File: src/rtl/sys_defs.sv
// Shared types for the retirement stage: ROB head entry layout, retire FSM
// states and the machine-wide width constants.
package sys_defs;

   localparam int XLEN   = 32;
   localparam int PREG_W = 6;
   localparam int AREG_W = 5;

   typedef struct packed {
      logic              completed;
      logic              precise_state_need;
      logic [XLEN-1:0]   target_pc;
      logic [AREG_W-1:0] arch_reg;
      logic [PREG_W-1:0] t_new;
      logic [PREG_W-1:0] t_old;
      logic              is_store;
      logic              halt;
   } ROB_ENTRY_PACKET;

   typedef enum logic [1:0] {
      RUN,
      RECOVER,
      FLUSH,
      HALTED
   } retire_state_e;

endpackage

File: src/rtl/retire_select.sv
// In-order retire selection: a slot retires only if every older slot retired
// and none of them stopped the group (slot RETIRE_W-1 is the oldest).
module retire_select #(
   parameter int RETIRE_W = 3
) (
   input  logic                enable_i,
   input  logic [RETIRE_W-1:0] valid_i,
   input  logic [RETIRE_W-1:0] completed_i,
   input  logic [RETIRE_W-1:0] stop_i,
   output logic [RETIRE_W-1:0] retire_en_o
);

   logic allow;

   // NOTE: blocking assignments are correct here; the chain value must ripple
   // from oldest to youngest within one evaluation, and every variable gets a
   // default first so no latch is inferred.
   always_comb begin
      allow       = enable_i;
      retire_en_o = '0;
      for (int i = RETIRE_W - 1; i >= 0; i--) begin
         retire_en_o[i] = allow & valid_i[i] & completed_i[i];
         allow          = retire_en_o[i] & ~stop_i[i];
      end
   end

endmodule

File: src/rtl/retire_ctrl.sv
// ROB retirement controller: commits up to RETIRE_W head entries per cycle,
// maintains the architectural map and sequences recovery, flush and halt.
module retire_ctrl
   import sys_defs::*;
#(
   parameter int RETIRE_W     = 3,
   parameter int PR_W         = PREG_W,
   parameter int FLUSH_CYCLES = 2,
   parameter int ARCH_REGS    = 32
) (
   input  logic                                   clock,
   input  logic                                   reset,
   input  logic            [RETIRE_W-1:0]         head_valid,
   input  ROB_ENTRY_PACKET [RETIRE_W-1:0]         head_entry,
   output logic            [RETIRE_W-1:0]         retire_en,
   output logic            [RETIRE_W-1:0]         fl_ret_valid,
   output logic            [RETIRE_W-1:0][PR_W-1:0] fl_ret_preg,
   output logic            [$clog2(RETIRE_W+1)-1:0] sq_retire_cnt,
   output logic                                   br_recover_en,
   output logic            [XLEN-1:0]             target_pc,
   output logic            [ARCH_REGS-1:0][PR_W-1:0] archi_maptable,
   output logic            [ARCH_REGS-1:0][PR_W-1:0] recover_maptable,
   output logic                                   halt
);

   localparam int SQ_W  = $clog2(RETIRE_W + 1);
   localparam int CNT_W = (FLUSH_CYCLES < 2) ? 1 : $clog2(FLUSH_CYCLES);
   localparam logic [CNT_W-1:0] FLUSH_LOAD =
      (FLUSH_CYCLES > 0) ? CNT_W'(FLUSH_CYCLES - 1) : '0;

   retire_state_e                  state_q;
   logic [CNT_W-1:0]               flush_cnt_q;
   logic                           br_recover_en_q;
   logic                           halt_q;
   logic [XLEN-1:0]                target_pc_q;
   logic [ARCH_REGS-1:0][PR_W-1:0] map_q;
   logic [ARCH_REGS-1:0][PR_W-1:0] map_d;

   logic [RETIRE_W-1:0] completed_v;
   logic [RETIRE_W-1:0] stop_v;
   logic [SQ_W-1:0]     sq_cnt_d;
   logic                halt_hit;
   logic                redirect_hit;
   logic [XLEN-1:0]     redirect_pc;

   always_comb begin
      completed_v = '0;
      stop_v      = '0;
      for (int i = 0; i < RETIRE_W; i++) begin
         completed_v[i] = head_entry[i].completed;
         stop_v[i]      = head_entry[i].precise_state_need | head_entry[i].halt;
      end
   end

   retire_select #(
      .RETIRE_W (RETIRE_W)
   ) u_retire_select (
      .enable_i    (state_q == RUN),
      .valid_i     (head_valid),
      .completed_i (completed_v),
      .stop_i      (stop_v),
      .retire_en_o (retire_en)
   );

   // Walking oldest to youngest lets the youngest writer of a register win.
   always_comb begin
      map_d        = map_q;
      sq_cnt_d     = '0;
      halt_hit     = 1'b0;
      redirect_hit = 1'b0;
      redirect_pc  = '0;
      fl_ret_valid = '0;
      fl_ret_preg  = '0;
      for (int i = RETIRE_W - 1; i >= 0; i--) begin
         fl_ret_preg[i]  = PR_W'(head_entry[i].t_old);
         fl_ret_valid[i] = retire_en[i] && (head_entry[i].arch_reg != '0);
         if (fl_ret_valid[i]) begin
            map_d[head_entry[i].arch_reg] = PR_W'(head_entry[i].t_new);
         end
         if (retire_en[i] && head_entry[i].is_store) begin
            sq_cnt_d = sq_cnt_d + SQ_W'(1);
         end
         if (retire_en[i] && head_entry[i].halt) begin
            halt_hit = 1'b1;
         end else if (retire_en[i] && head_entry[i].precise_state_need) begin
            redirect_hit = 1'b1;
            redirect_pc  = head_entry[i].target_pc;
         end
      end
   end

   always_ff @(posedge clock or posedge reset) begin
      if (reset) begin
         state_q         <= RUN;
         flush_cnt_q     <= '0;
         br_recover_en_q <= 1'b0;
         target_pc_q     <= '0;
         halt_q          <= 1'b0;
         // NOTE: the map is real architectural state, so every entry is reset
         // to the identity mapping rather than left to power-up garbage.
         for (int r = 0; r < ARCH_REGS; r++) begin
            map_q[r] <= PR_W'(r);
         end
      end else begin
         map_q <= map_d;
         case (state_q)
            RUN: begin
               if (halt_hit) begin
                  state_q <= HALTED;
                  halt_q  <= 1'b1;
               end else if (redirect_hit) begin
                  state_q         <= RECOVER;
                  br_recover_en_q <= 1'b1;
                  target_pc_q     <= redirect_pc;
               end
            end
            RECOVER: begin
               br_recover_en_q <= 1'b0;
               if (FLUSH_CYCLES > 0) begin
                  state_q     <= FLUSH;
                  flush_cnt_q <= FLUSH_LOAD;
               end else begin
                  state_q <= RUN;
               end
            end
            FLUSH: begin
               if (flush_cnt_q == '0) begin
                  state_q <= RUN;
               end else begin
                  flush_cnt_q <= flush_cnt_q - CNT_W'(1);
               end
            end
            HALTED:  state_q <= HALTED;
            default: state_q <= RUN;
         endcase
      end
   end

   assign sq_retire_cnt    = sq_cnt_d;
   assign br_recover_en    = br_recover_en_q;
   assign target_pc        = target_pc_q;
   assign archi_maptable   = map_q;
   assign recover_maptable = map_q;
   assign halt             = halt_q;

endmodule

File: config.mk
export PLATFORM = sky130hd
export DESIGN_NAME = retire_ctrl
export DESIGN_NICKNAME = d
export VERILOG_FILES = /design/src/rtl/sys_defs.sv /design/src/rtl/retire_select.sv /design/src/rtl/retire_ctrl.sv
export SDC_FILE = /design/constraint.sdc
export NUM_CORES = 1
export LEC_CHECK = 0
export CAP_MARGIN = 25
export CORE_AREA = 2 2 234 236
export CTS_CLUSTER_SIZE = 24
export DETAILED_ROUTE_END_ITERATION = 8
export DIE_AREA = 0 0 236 238
export PLACE_DENSITY = 0.55
export SETUP_SLACK_MARGIN = 0.02
export SLEW_MARGIN = 0
export SYNTH_ARGS = -nofsm -noshare
export SYNTH_HDL_FRONTEND = slang
export SYNTH_SLANG_ARGS = --single-unit
File: constraint.sdc
create_clock -name clock -period 17.5 [get_ports clock]
set_input_delay 2.625 -clock clock [delete_from_list [all_inputs] [get_ports clock]]
set_output_delay 2.625 -clock clock [all_outputs]
set_load 0.005 [all_outputs]
==> results of run 1 <==
[power by group]
| part | switching, mW | total, mW | leakage (nW) | internal (mW) |
|---|---|---|---|---|
| Clock | 0.249 | 0.610 | 0.466 | 0.360 |
| Sequential | 0 | 0.531 | 2.90 | 0.531 |
| Combinational | 0.0737 | 0.109 | 6.11 | 0.0356 |
| Total | 0.323 | 1.25 | 9.47 | 0.927 |
[final timing paths]
| path | slack (ns) | endpoint | startpoint |
|---|---|---|---|
| worst max-delay path | 9.53 | sq_retire_cnt[1] | head_valid[2] |
| worst min-delay path | 0.40 | archi_maptable[2] | archi_maptable[2] |
| worst max register to register | 13.87 | archi_maptable[65] | state_q[0] |
| worst min register to register | 0.40 | archi_maptable[2] | archi_maptable[2] |
| max in group asynchronous | 12.83 | archi_maptable[4] | reset |
| min in group asynchronous | 2.62 | archi_maptable[0] | reset |
[final cells by class]
| type | instances | area (um2) |
|---|---|---|
| clock inverters | 5 | 52.55 |
| flip-flops and latches | 229 | 5831 |
| clock buffers | 48 | 897.1 |
| multi-input cells | 1031 | 7652 |
| fillers | 5193 | 32400 |
| inverters | 7 | 33.78 |
| repair buffers | 587 | 5758 |
| well taps | 696 | 870.8 |
[cells in the final DEF, fill, tap and decap left out, types with 15 or more instances in the layout]
| master | synthesis | final |
|---|---|---|
| nor2_2 | 19 | 19 |
| clkbuf_16 | 0 | 29 |
| nand2_1 | 50 | 50 |
| mux2i_1 | 182 | 182 |
| o22ai_1 | 48 | 48 |
| a221o_1 | 32 | 32 |
| nor3_1 | 16 | 15 |
| dfrtp_1 | 149 | 149 |
| dfstp_2 | 80 | 80 |
| buf_2 | 39 | 18 |
| mux2_2 | 31 | 31 |
| nand4_1 | 28 | 28 |
| a211oi_1 | 109 | 109 |
| a21oi_1 | 50 | 50 |
| a22oi_1 | 32 | 32 |
| o21ai_0 | 25 | 25 |
| nor2_1 | 147 | 147 |
| clkdlybuf4s50_1 | 0 | 553 |
| a21o_1 | 156 | 156 |
[state kept, by name, indices dropped and copies added (netlist names)]
| signal | cells |
|---|---|
| halt | 1 |
| flush_cnt_q | 1 |
| archi_maptable | 192 |
| target_pc | 32 |
| br_recover_en | 1 |
| state_q | 2 |
[metal layers]
layer  track usage (%)  vias to the layer above
met5                 0                        -
met4             6.601                        0
met3             3.309                      100
met2             41.02                      624
met1             31.09                     7076
li1                  -                     6256
[cells by family (layout without fill, tap and decap cells)]
| logic type | after synthesis | count (layout) | synth area share, % |
|---|---|---|---|
| AO/OA/AOI/OAI | 458 | 458 | 20.71 |
| buffers and inverters | 380 | 647 | 14.67 |
| AND/OR/NAND/NOR | 340 | 340 | 12.33 |
| flip-flops | 229 | 229 | 36.93 |
| multiplexers | 225 | 225 | 14.75 |
| adder cells (fa/ha/maj) | 7 | 7 | 0.5547 |
| XOR/XNOR | 1 | 1 | 0.05548 |
[stage by stage]
step           cells  hold slack (ns)  util [%]  setup slack (ns)
3_3_place_gp    2545           0.3849     37.57             9.631
5_1_grt         2603           0.4343     39.43             9.394
6_report        2603           0.4028     39.43             9.532
4_1_cts         2599           0.4053     39.35             9.507
2_1_floorplan   1640           0.4590         -             8.731
3_5_place_dp    2546           0.3928     37.58             9.527
==> summary.md, run 1 <==
| Metric | Value |
|---|---|
| Cell area after synthesis | `between 15000 and 20000 um2` |
| Number of global-route vias before repair | `13860` |
| GPL Wtd Cong | `a little under 0.9` |
| Status | `finished clean` |
| Hold crit path type | `flip-flop to flip-flop` |
| Peak supply drop | `between 0.07 and 0.08 mV` |
| Power Density | `59.24 nW/um2` |
| Detailed-routed wire length on met2 | `about 35 mm` |
| Top_reg_cell synth | `dfrtp_1` |
| Final WL | `~70 mm` |
| Rows | `85` |
| Highest routed layer | `met4` |
| Post-Place Cell Area | `20100 um2` |
| Routed wire per std cell | `about 27 um` |
| Vias | `14060` |
| Share of cells above drive strength 1 | `13.21%` |
| Clock Latency Late Sink | `0.56 ns` |
| Postcts setup bufs | `0` |
| #FFs+latches synth | `between 200 and 250` |
| Post-synth EDFFs | `0` |
| Post-synth top area share | `23.62%` |
| Most frequent CP cell | `clkdlybuf4s50_1` |
| CTS Buf Count | `29` |
| DRC errors left | `0` |
| Reg clk slew, reported paths | `about 0.060 ns` |
| Share of flip-flops with an asynchronous set or reset | `100.0%` |
| Area grow syn2layout | `33.61%` |
| Hold Crit Depth | `0` |
| Post-synth net total | `around 1800` |
| CTS max path bufs | `3` |
| Critical path data required time | `~15 ns` |
| Die area | `roughly 56000 um2` |
| Overflow left after global routing | `0` |
| Final worst-path cycle share | `45.53%` |
| Routed metal-1 wire length | `about 30 mm` |
| Syn_area_per_cell | `slightly below 10 um2` |
| Ant. Diodes | `0` |
| Final instance area | `about 21000 um2` |
| Synth area leaders | `dfrtp_1, dfstp_2, mux2i_1` |
| CP Class | `input port to output pin` |
| Clk_skew | `around 0.006 ns` |
| Number of gates resized after CTS | `0` |
| Number of antenna violations at the first check in global routing | `1` |
| Fmax | `~130 MHz` |
| Max_cap viols | `0` |
| Die Wd | `approximately 240 um` |
| Reg2reg path depth | `6` |
| Largest net degree at the start of global routing | `between 100 and 150` |
| Fin Setup TNS | `0 ns` |
| Worst path top cell family by delay | `buffers and inverters` |
| CP Capture Type | `output pin` |
| Stages on worst setup path | `6` |
| CP Max Fanout | `34` |
| CTS tree | `done` |
| Crit start category | `input port` |
| Hold Violations, Final | `0` |
| Slowest stage delay, CP | `around 0.80 ns` |
| Post-Syn Instances | `roughly 1600` |
| Endpoints failing setup | `0` |
| Critical Path Slowest Stage Cell | `and4b_2` |
| Final Slew Violations | `0` |
| Leakage | `9.469 nW` |
| Ys Warns | `0` |
| Root cell of the clock tree | `clkbuf_16` |
| Core Region | `about 53000 um2` |
| Final min period | `7.968 ns` |
| Worst-Margin Slew | `about 1.1 ns` |
| Worst path bufs/invs | `2` |
| First-pass GRT wire length | `99.00 mm` |
| TritonRoute pass-1 iters | `5` |
| Boundary Pins | `608` |
| H-tree Lvls | `1` |
| Area leader, netlist | `dfrtp_1` |
| Hold Buf Count CTS | `0` |
| Total Routing Usage GR | `between 20% and 30%` |
| Most frequent cell after synthesis | `buf_4` |
| First-iteration detailed-routing DRC count | `between 1000 and 1500` |
| I/O Buffers | `between 500 and 600` |
| Clock Sinks | `229` |
| Met3 wire length | `a little under 4 mm` |
| Register area share after synthesis | `~37%` |
| Antenna Nets Post-Route | `0` |
| Starting Density | `29.51%` |
| Die Y | `approximately 240 um` |
| Slew Limit Headroom | `23.42%` |
| Pwr Total | `between 1 and 1.5 mW` |
| Top cells by instance count after synthesis | `buf_4, mux2i_1, a21o_1` |
| WP data arrival | `5.34 ns` |
| Dpl hpwl | `47.33 mm` |
| CP cell instances | `clkdlybuf4s50_1, and4b_2, and3_1, nand2_1, o21ai_0, clkdlybuf4s50_1` |
| Via/cell ratio | `5.400` |
| RSZ-0062 raised after global routing | `no` |
| Nets | `between 2000 and 2500` |
| Unique masters post-synth | `55` |
Note: power is estimated with default switching activity, not from simulation.
==> run 2: changes to the inputs <==
CORE_AREA = 2 2 238 240   (was 2 2 234 236)
DIE_AREA = 0 0 240 242   (was 0 0 236 238)
clock period = 7.13 ns   (was 17.5 ns; I/O delays follow)
==> run 2 against run 1 <==
- die area increased by 3.4%
- via count increased by 0.16%
- routed wire length increased by 0.66%
- first-iteration DRC count down 11%
- sequential cell count did not move
- clock skew up 0.0051 ns
==> summary.md, run 2 (same netlist as run 1, synthesis figures left out) <==
| Metric | Value |
|---|---|
| Status | `finished clean` |
| Via/cell ratio | `5.285 (-2.1%)` |
| Rows | `87 (+2.4%)` |
| CTS Buf Count | `29 (unchanged)` |
| Routed wire per std cell | `26.57 um (-1.6%)` |
| RR Endpoint | `archi_maptable[63]` |
| GPL Wtd Cong | `0.8454 (-3.9%)` |
| Number of gates resized after CTS | `0 (unchanged)` |
| Hold Buf Count CTS | `0 (unchanged)` |
| Antenna Nets Post-Route | `0 (unchanged)` |
| Net switching power | `0.8035 mW (+150%)` |
| Peak supply drop | `0.1628 mV (+120%)` |
| Die Y | `242 um (+1.7%)` |
| Final worst-path cycle share | `roughly 69%` |
| I/O Buffers | `571 (unchanged)` |
| WHS | `0.3995 ns (-0.003356 ns)` |
| Final instance area | `21190 um2 (+0.45%)` |
| RSZ-0062 raised after global routing | `no` |
| Commonest non-fill, non-tap cell in the layout | `clkdlybuf4s50_1` |
| Fin Setup TNS | `0 ns (unchanged)` |
| Core Region | `55730 um2 (+4.2%)` |
| Die area | `58080 um2 (+3.4%)` |
| Leakage | `9.467 nW (about the same)` |
| Post-Place Cell Area | `20190 um2 (+0.42%)` |
| Clock network power share | `49.0% (+0.2 points)` |
| Overflow left after global routing | `0 (unchanged)` |
| Slew Limit Headroom | `26.43% (+3.0 points)` |
| Hold Crit Endpoint | `archi_maptable[3]` |
| Vias | `14080 (+0.16%)` |
| Crit start category | `input port` |
| Number of global-route vias before repair | `14130 (+1.9%)` |
| Switching share of total power | `26.11% (+0.25 points)` |
| Die Wd | `240 um (+1.7%)` |
| CP Max Fanout | `34 (unchanged)` |
| Critical path data required time | `6.06 ns (-8.82 ns)` |
| Hold Violations, Final | `0 (unchanged)` |
| Reg clk slew, reported paths | `0.06 ns (about the same)` |
| Max reg flops | `192 (unchanged)` |
| Hold Crit Start | `archi_maptable[3]` |
| Max_cap viols | `0 (unchanged)` |
| Postcts setup bufs | `0 (unchanged)` |
| Sequential Power Share | `42.3% (-0.2 points)` |
| First-iteration detailed-routing DRC count | `1057 (-11%)` |
| Largest net degree at the start of global routing | `117 (-6.4%)` |
| Dpl hpwl | `48.10 mm (+1.6%)` |
| P_int | `2.274 mW (+150%)` |
| TritonRoute pass-1 iters | `5 (unchanged)` |
| Hold crit path type | `flip-flop to flip-flop` |
| Share of cells above drive strength 1 | `13.22% (about the same)` |
| Fillers | `5618 (+8.2%)` |
| CP Class | `input port to output pin` |
| Area grow syn2layout | `34.20%` |
| Pwr Total | `3.077 mW (+150%)` |
| CP Capture Type | `output pin` |
| Total Routing Usage GR | `23.59% (-0.20 points)` |
| Reg2reg path depth | `6 (unchanged)` |
| Boundary Pins | `608 (unchanged)` |
| Final WL | `70.78 mm (+0.66%)` |
| Multi-input gate area | `7655 um2 (about the same)` |
| Hold Crit Depth | `0 (unchanged)` |
| Final Slew Violations | `0 (unchanged)` |
| Number of antenna violations at the first check in global routing | `6 (+5)` |
| Most frequent cells in the layout | `clkdlybuf4s50_1, mux2i_1, a21o_1` |
| DRC errors left | `0 (unchanged)` |
| WP data arrival | `3.85 ns (-1.49 ns)` |
| Sequential Area | `5831 um2 (unchanged)` |
| Root cell of the clock tree | `clkbuf_16` |
| Logic pwr share | `8.7% (about the same)` |
| Clock Sinks | `229 (unchanged)` |
| CTS max path bufs | `3 (unchanged)` |
| Clk_skew | `0.01114 ns (+0.005127 ns)` |
| First-pass GRT wire length | `101.8 mm (+2.8%)` |
| Final min period | `approximately 4.9 ns` |
| R2r startpoint | `state_q[0]` |
| Fmax | `between 200 and 250 MHz` |
| H-tree Lvls | `1 (unchanged)` |
| Power Density | `145.2 nW/um2 (+150%)` |
| Nets | `2055 (-0.049%)` |
| Worst-Margin Slew | `1.104 ns (-0.04514 ns)` |
| CTS tree | `done` |
| Clock Latency Late Sink | `0.57 ns (about the same)` |
| Starting Density | `28.33% (-1.2 points)` |
| Endpoints failing setup | `0 (unchanged)` |
| Worst reg-to-reg setup slack | `3.62 ns (-10.25 ns)` |
==> run 2: cell types whose count changed in the layout (fill, tap and decap cells not counted), sizes merged <==
cell / previous run / this run
inv: 7 / 8
buf: 32 / 29
clkinv: 3 / 4
diode: 0 / 2
bufinv: 1 / 2
clkinvlp: 1 / 2
clkbuf: 50 / 48
==> run 2: worst max path at each step <==
stage	start	to	slack [ns]	depth (start not counted)
floorplan	reset	archi_maptable[0]	3.13	1
global placement	head_entry[158]	sq_retire_cnt[0]	2.27	6
detailed placement	head_entry[158]	sq_retire_cnt[0]	2.19	6
CTS	head_entry[158]	sq_retire_cnt[0]	2.19	6
global route	head_entry[158]	sq_retire_cnt[0]	2.09	6
finish	head_entry[158]	sq_retire_cnt[0]	2.21	6
==> run 2: critical path, cell delays in order <==
cell and delay [ns]:
clkdlybuf4s50_1 0.73, and4b_2 0.78, and3_1 0.34, nand2_1 0.12, xnor2_1 0.23, clkdlybuf4s50_1 0.56
==> run 2: per-stage QoR <==
stage	cells	utilization (%)	worst slack (ns)
finish	2664	38.02	2.214
global route	2662	38.01	2.092
CTS	2657	37.92	2.194
detailed placement	2604	36.22	2.190
global placement	2604	36.22	2.268
floorplan	1640	-	3.132
==> run 2: power groups by stage <==
stage                     Clock (mW)  Combinational (mW)  Sequential (mW)
after global routing            1.58               0.280             1.30
after floorplan                    0               0.109             1.32
after CTS                       1.54               0.266             1.30
after detailed placement           0               0.265             1.32
final                           1.51               0.267             1.30
after global placement             0               0.263             1.32
==> run 2: cell type report <==
cell class | count | area share [%]
inverters | 7 | 0.1417
flip-flops and latches | 229 | 27.52
diodes | 2 | 0.02362
clock inverters | 9 | 0.4960
clock buffers | 44 | 3.974
repair buffers | 586 | 27.26
well taps | 756 | 4.464
multi-input cells | 1031 | 36.13
==> run 2: routing by layer <==
layer  track usage (%)  wire length (um)
met1             32.09             31670
met4             5.590              1434
met5                 0                27
met3             3.134              3760
met2             39.47             33890
==> run 3: changes to the inputs <==
clock period = 4.3 ns   (was 7.13 ns; I/O delays follow)
==> run 3 against run 2 <==
- clock skew is essentially flat
- core utilization grew 0.57 points
- critical path depth up 2
- hold slack better by 0.0017 ns
- routed wire length increased by 1.8%
- setup slack got worse by 2.0 ns
- power is 68% higher
- first-iteration DRC count shrank 19%
- sequential power increased by 66%
- critical path type is now flip-flop to output pin
- critical endpoint unchanged
- highest routed layer unchanged
==> summary.md, run 3 (same netlist as run 1, synthesis figures left out) <==
| Metric | Value |
|---|---|
| Status | `finished clean` |
| Starting Density | `28.33% (unchanged)` |
| RR Endpoint | `state_q[1]` |
| GPL Wtd Cong | `0.8735 (+3.3%)` |
| Area grow syn2layout | `36.22%` |
| Total Routing Usage GR | `24.08% (+0.49 points)` |
| TritonRoute pass-1 iters | `5 (unchanged)` |
| Hold Violations, Final | `0 (unchanged)` |
| Rows | `87 (unchanged)` |
| Worst reg-to-reg setup slack | `1.18 ns (-2.44 ns)` |
| Worst-Margin Slew | `1.136 ns (+0.03263 ns)` |
| Final Util | `38.59% (+0.57 points)` |
| DRC errors left | `0 (unchanged)` |
| RSZ-0062 raised after global routing | `no` |
| CTS tree | `done` |
| Peak supply drop | `0.2618 mV (+61%)` |
| Number of global-route vias before repair | `14300 (+1.2%)` |
| Hold crit path type | `flip-flop to flip-flop` |
| I/O Buffers | `571 (unchanged)` |
| Antenna Nets Post-Route | `0 (unchanged)` |
| Postcts setup bufs | `0 (unchanged)` |
| Die area | `58080 um2 (unchanged)` |
| CTS max path bufs | `3 (unchanged)` |
| Largest net degree at the start of global routing | `88 (-25%)` |
| Final WL | `72.06 mm (+1.8%)` |
| R2r startpoint | `state_q[0]` |
| Dpl hpwl | `49.07 mm (+2.0%)` |
| Final min period | `~4.1 ns` |
| Leakage | `9.639 nW (+1.8%)` |
| Worst Setup SP | `state_q[0]` |
| H-tree Lvls | `1 (unchanged)` |
| Clock Latency Late Sink | `0.57 ns (about the same)` |
| Fillers | `5534 (-1.5%)` |
| Routed wire per std cell | `26.78 um (+0.79%)` |
| CP Class | `flip-flop to output pin` |
| Slew Limit Headroom | `24.25% (-2.2 points)` |
| Endpoints failing setup | `0 (unchanged)` |
| Max reg flops | `192 (unchanged)` |
| Final Slew Violations | `0 (unchanged)` |
| CP Max Fanout | `13 (-62%)` |
| Die Y | `242 um (unchanged)` |
| Via/cell ratio | `5.239 (-0.87%)` |
| First-iteration detailed-routing DRC count | `859 (-19%)` |
| Max_cap viols | `0 (unchanged)` |
| Core Region | `55730 um2 (unchanged)` |
| Overflow left after global routing | `0 (unchanged)` |
| Commonest non-fill, non-tap cell in the layout | `clkdlybuf4s50_1` |
| Post-Place Cell Area | `20430 um2 (+1.2%)` |
| Share of cells above drive strength 1 | `14.29% (+1.1 points)` |
| Fin Setup TNS | `0 ns (unchanged)` |
| Reg2reg path depth | `8 (+2)` |
| Critical path data required time | `3.65 ns (-2.41 ns)` |
| Root cell of the clock tree | `clkbuf_16` |
| Vias | `14100 (+0.13%)` |
| Number of antenna violations at the first check in global routing | `7 (+1)` |
| WP data arrival | `3.42 ns (-0.43 ns)` |
| CTS Buf Count | `30 (+3.4%)` |
| Fmax | `approximately 250 MHz` |
| Number of gates resized after CTS | `0 (unchanged)` |
| Crit start category | `flip-flop` |
| First-pass GRT wire length | `103.7 mm (+1.9%)` |
| CP Capture Type | `output pin` |
| Clk_skew | `0.01100 ns (-0.0001440 ns)` |
| Final instance area | `21510 um2 (+1.5%)` |
| Nets | `2079 (+1.2%)` |
| Pwr Total | `5.159 mW (+68%)` |
| Clock Sinks | `229 (unchanged)` |
| Most frequent cells in the layout | `clkdlybuf4s50_1, mux2i_1, a21o_1` |
| Final worst-path cycle share | `between 90% and 100%` |
| Die Wd | `240 um (unchanged)` |
| Hold Buf Count CTS | `0 (unchanged)` |
| Boundary Pins | `608 (unchanged)` |
| Reg clk slew, reported paths | `0.06 ns (about the same)` |
| Power Density | `239.9 nW/um2 (+65%)` |
| Worst setup path endpoint | `sq_retire_cnt[0]` |
[run 3: where the power goes]
part	leakage, nW	total, mW	internal, mW	switching [mW]
sequential	2.90	2.16	2.16	0
clock	0.478	2.52	1.50	1.02
combinational	6.26	0.478	0.164	0.314
[run 3: final cells by class]
type                            count  area [um2]  share of cell area [%]
Inverter                            7       30.03                  0.1396
Clock buffer                       48       909.6                   4.229
Sequential cell                   229        5831                   27.11
Timing Repair Buffer              609        6056                   28.16
Tap cell                          756       945.9                   4.398
Antenna cell                        4       10.01                 0.04654
Clock inverter                      7       70.07                  0.3258
Multi-Input combinational cell   1031        7655                   35.59
[run 3: worst max-delay path: stages, from the launching register on]
cell and delay (ns):
dfrtp_1 0.40, inv_1 0.13, ha_1 0.45, nand4b_1 0.28
nor2_1 0.28, nand2_1 0.12, ha_1 0.32, xnor2_1 0.30
clkdlybuf4s50_1 0.57
[run 3: worst min path at each step]
stage	endpoint	cells after the start	start
global placement	archi_maptable[3]	0	archi_maptable[3]
floorplan	halt	1	halt
CTS	archi_maptable[3]	0	archi_maptable[3]
finish	archi_maptable[3]	0	archi_maptable[3]
global route	archi_maptable[3]	0	archi_maptable[3]
detailed placement	archi_maptable[3]	0	archi_maptable[3]
[run 3: through the flow]
step	setup slack, ns	hold WS [ns]	std cells
2_1_floorplan	0.7264	0.4590	1640
3_3_place_gp	0.7131	0.3904	2624
3_5_place_dp	0.6575	0.3909	2628
4_1_cts	0.2353	0.4032	2683
5_1_grt	0.08513	0.4139	2687
6_report	0.2389	0.4012	2691
[run 3: routing by layer]
layer | global-route usage (%) | share of wire [%]
met1 | 32.16 | 44
met2 | 41.37 | 49
met3 | 3.122 | 4.6
met4 | 5.079 | 1.7
met5 | 0 | 0.056
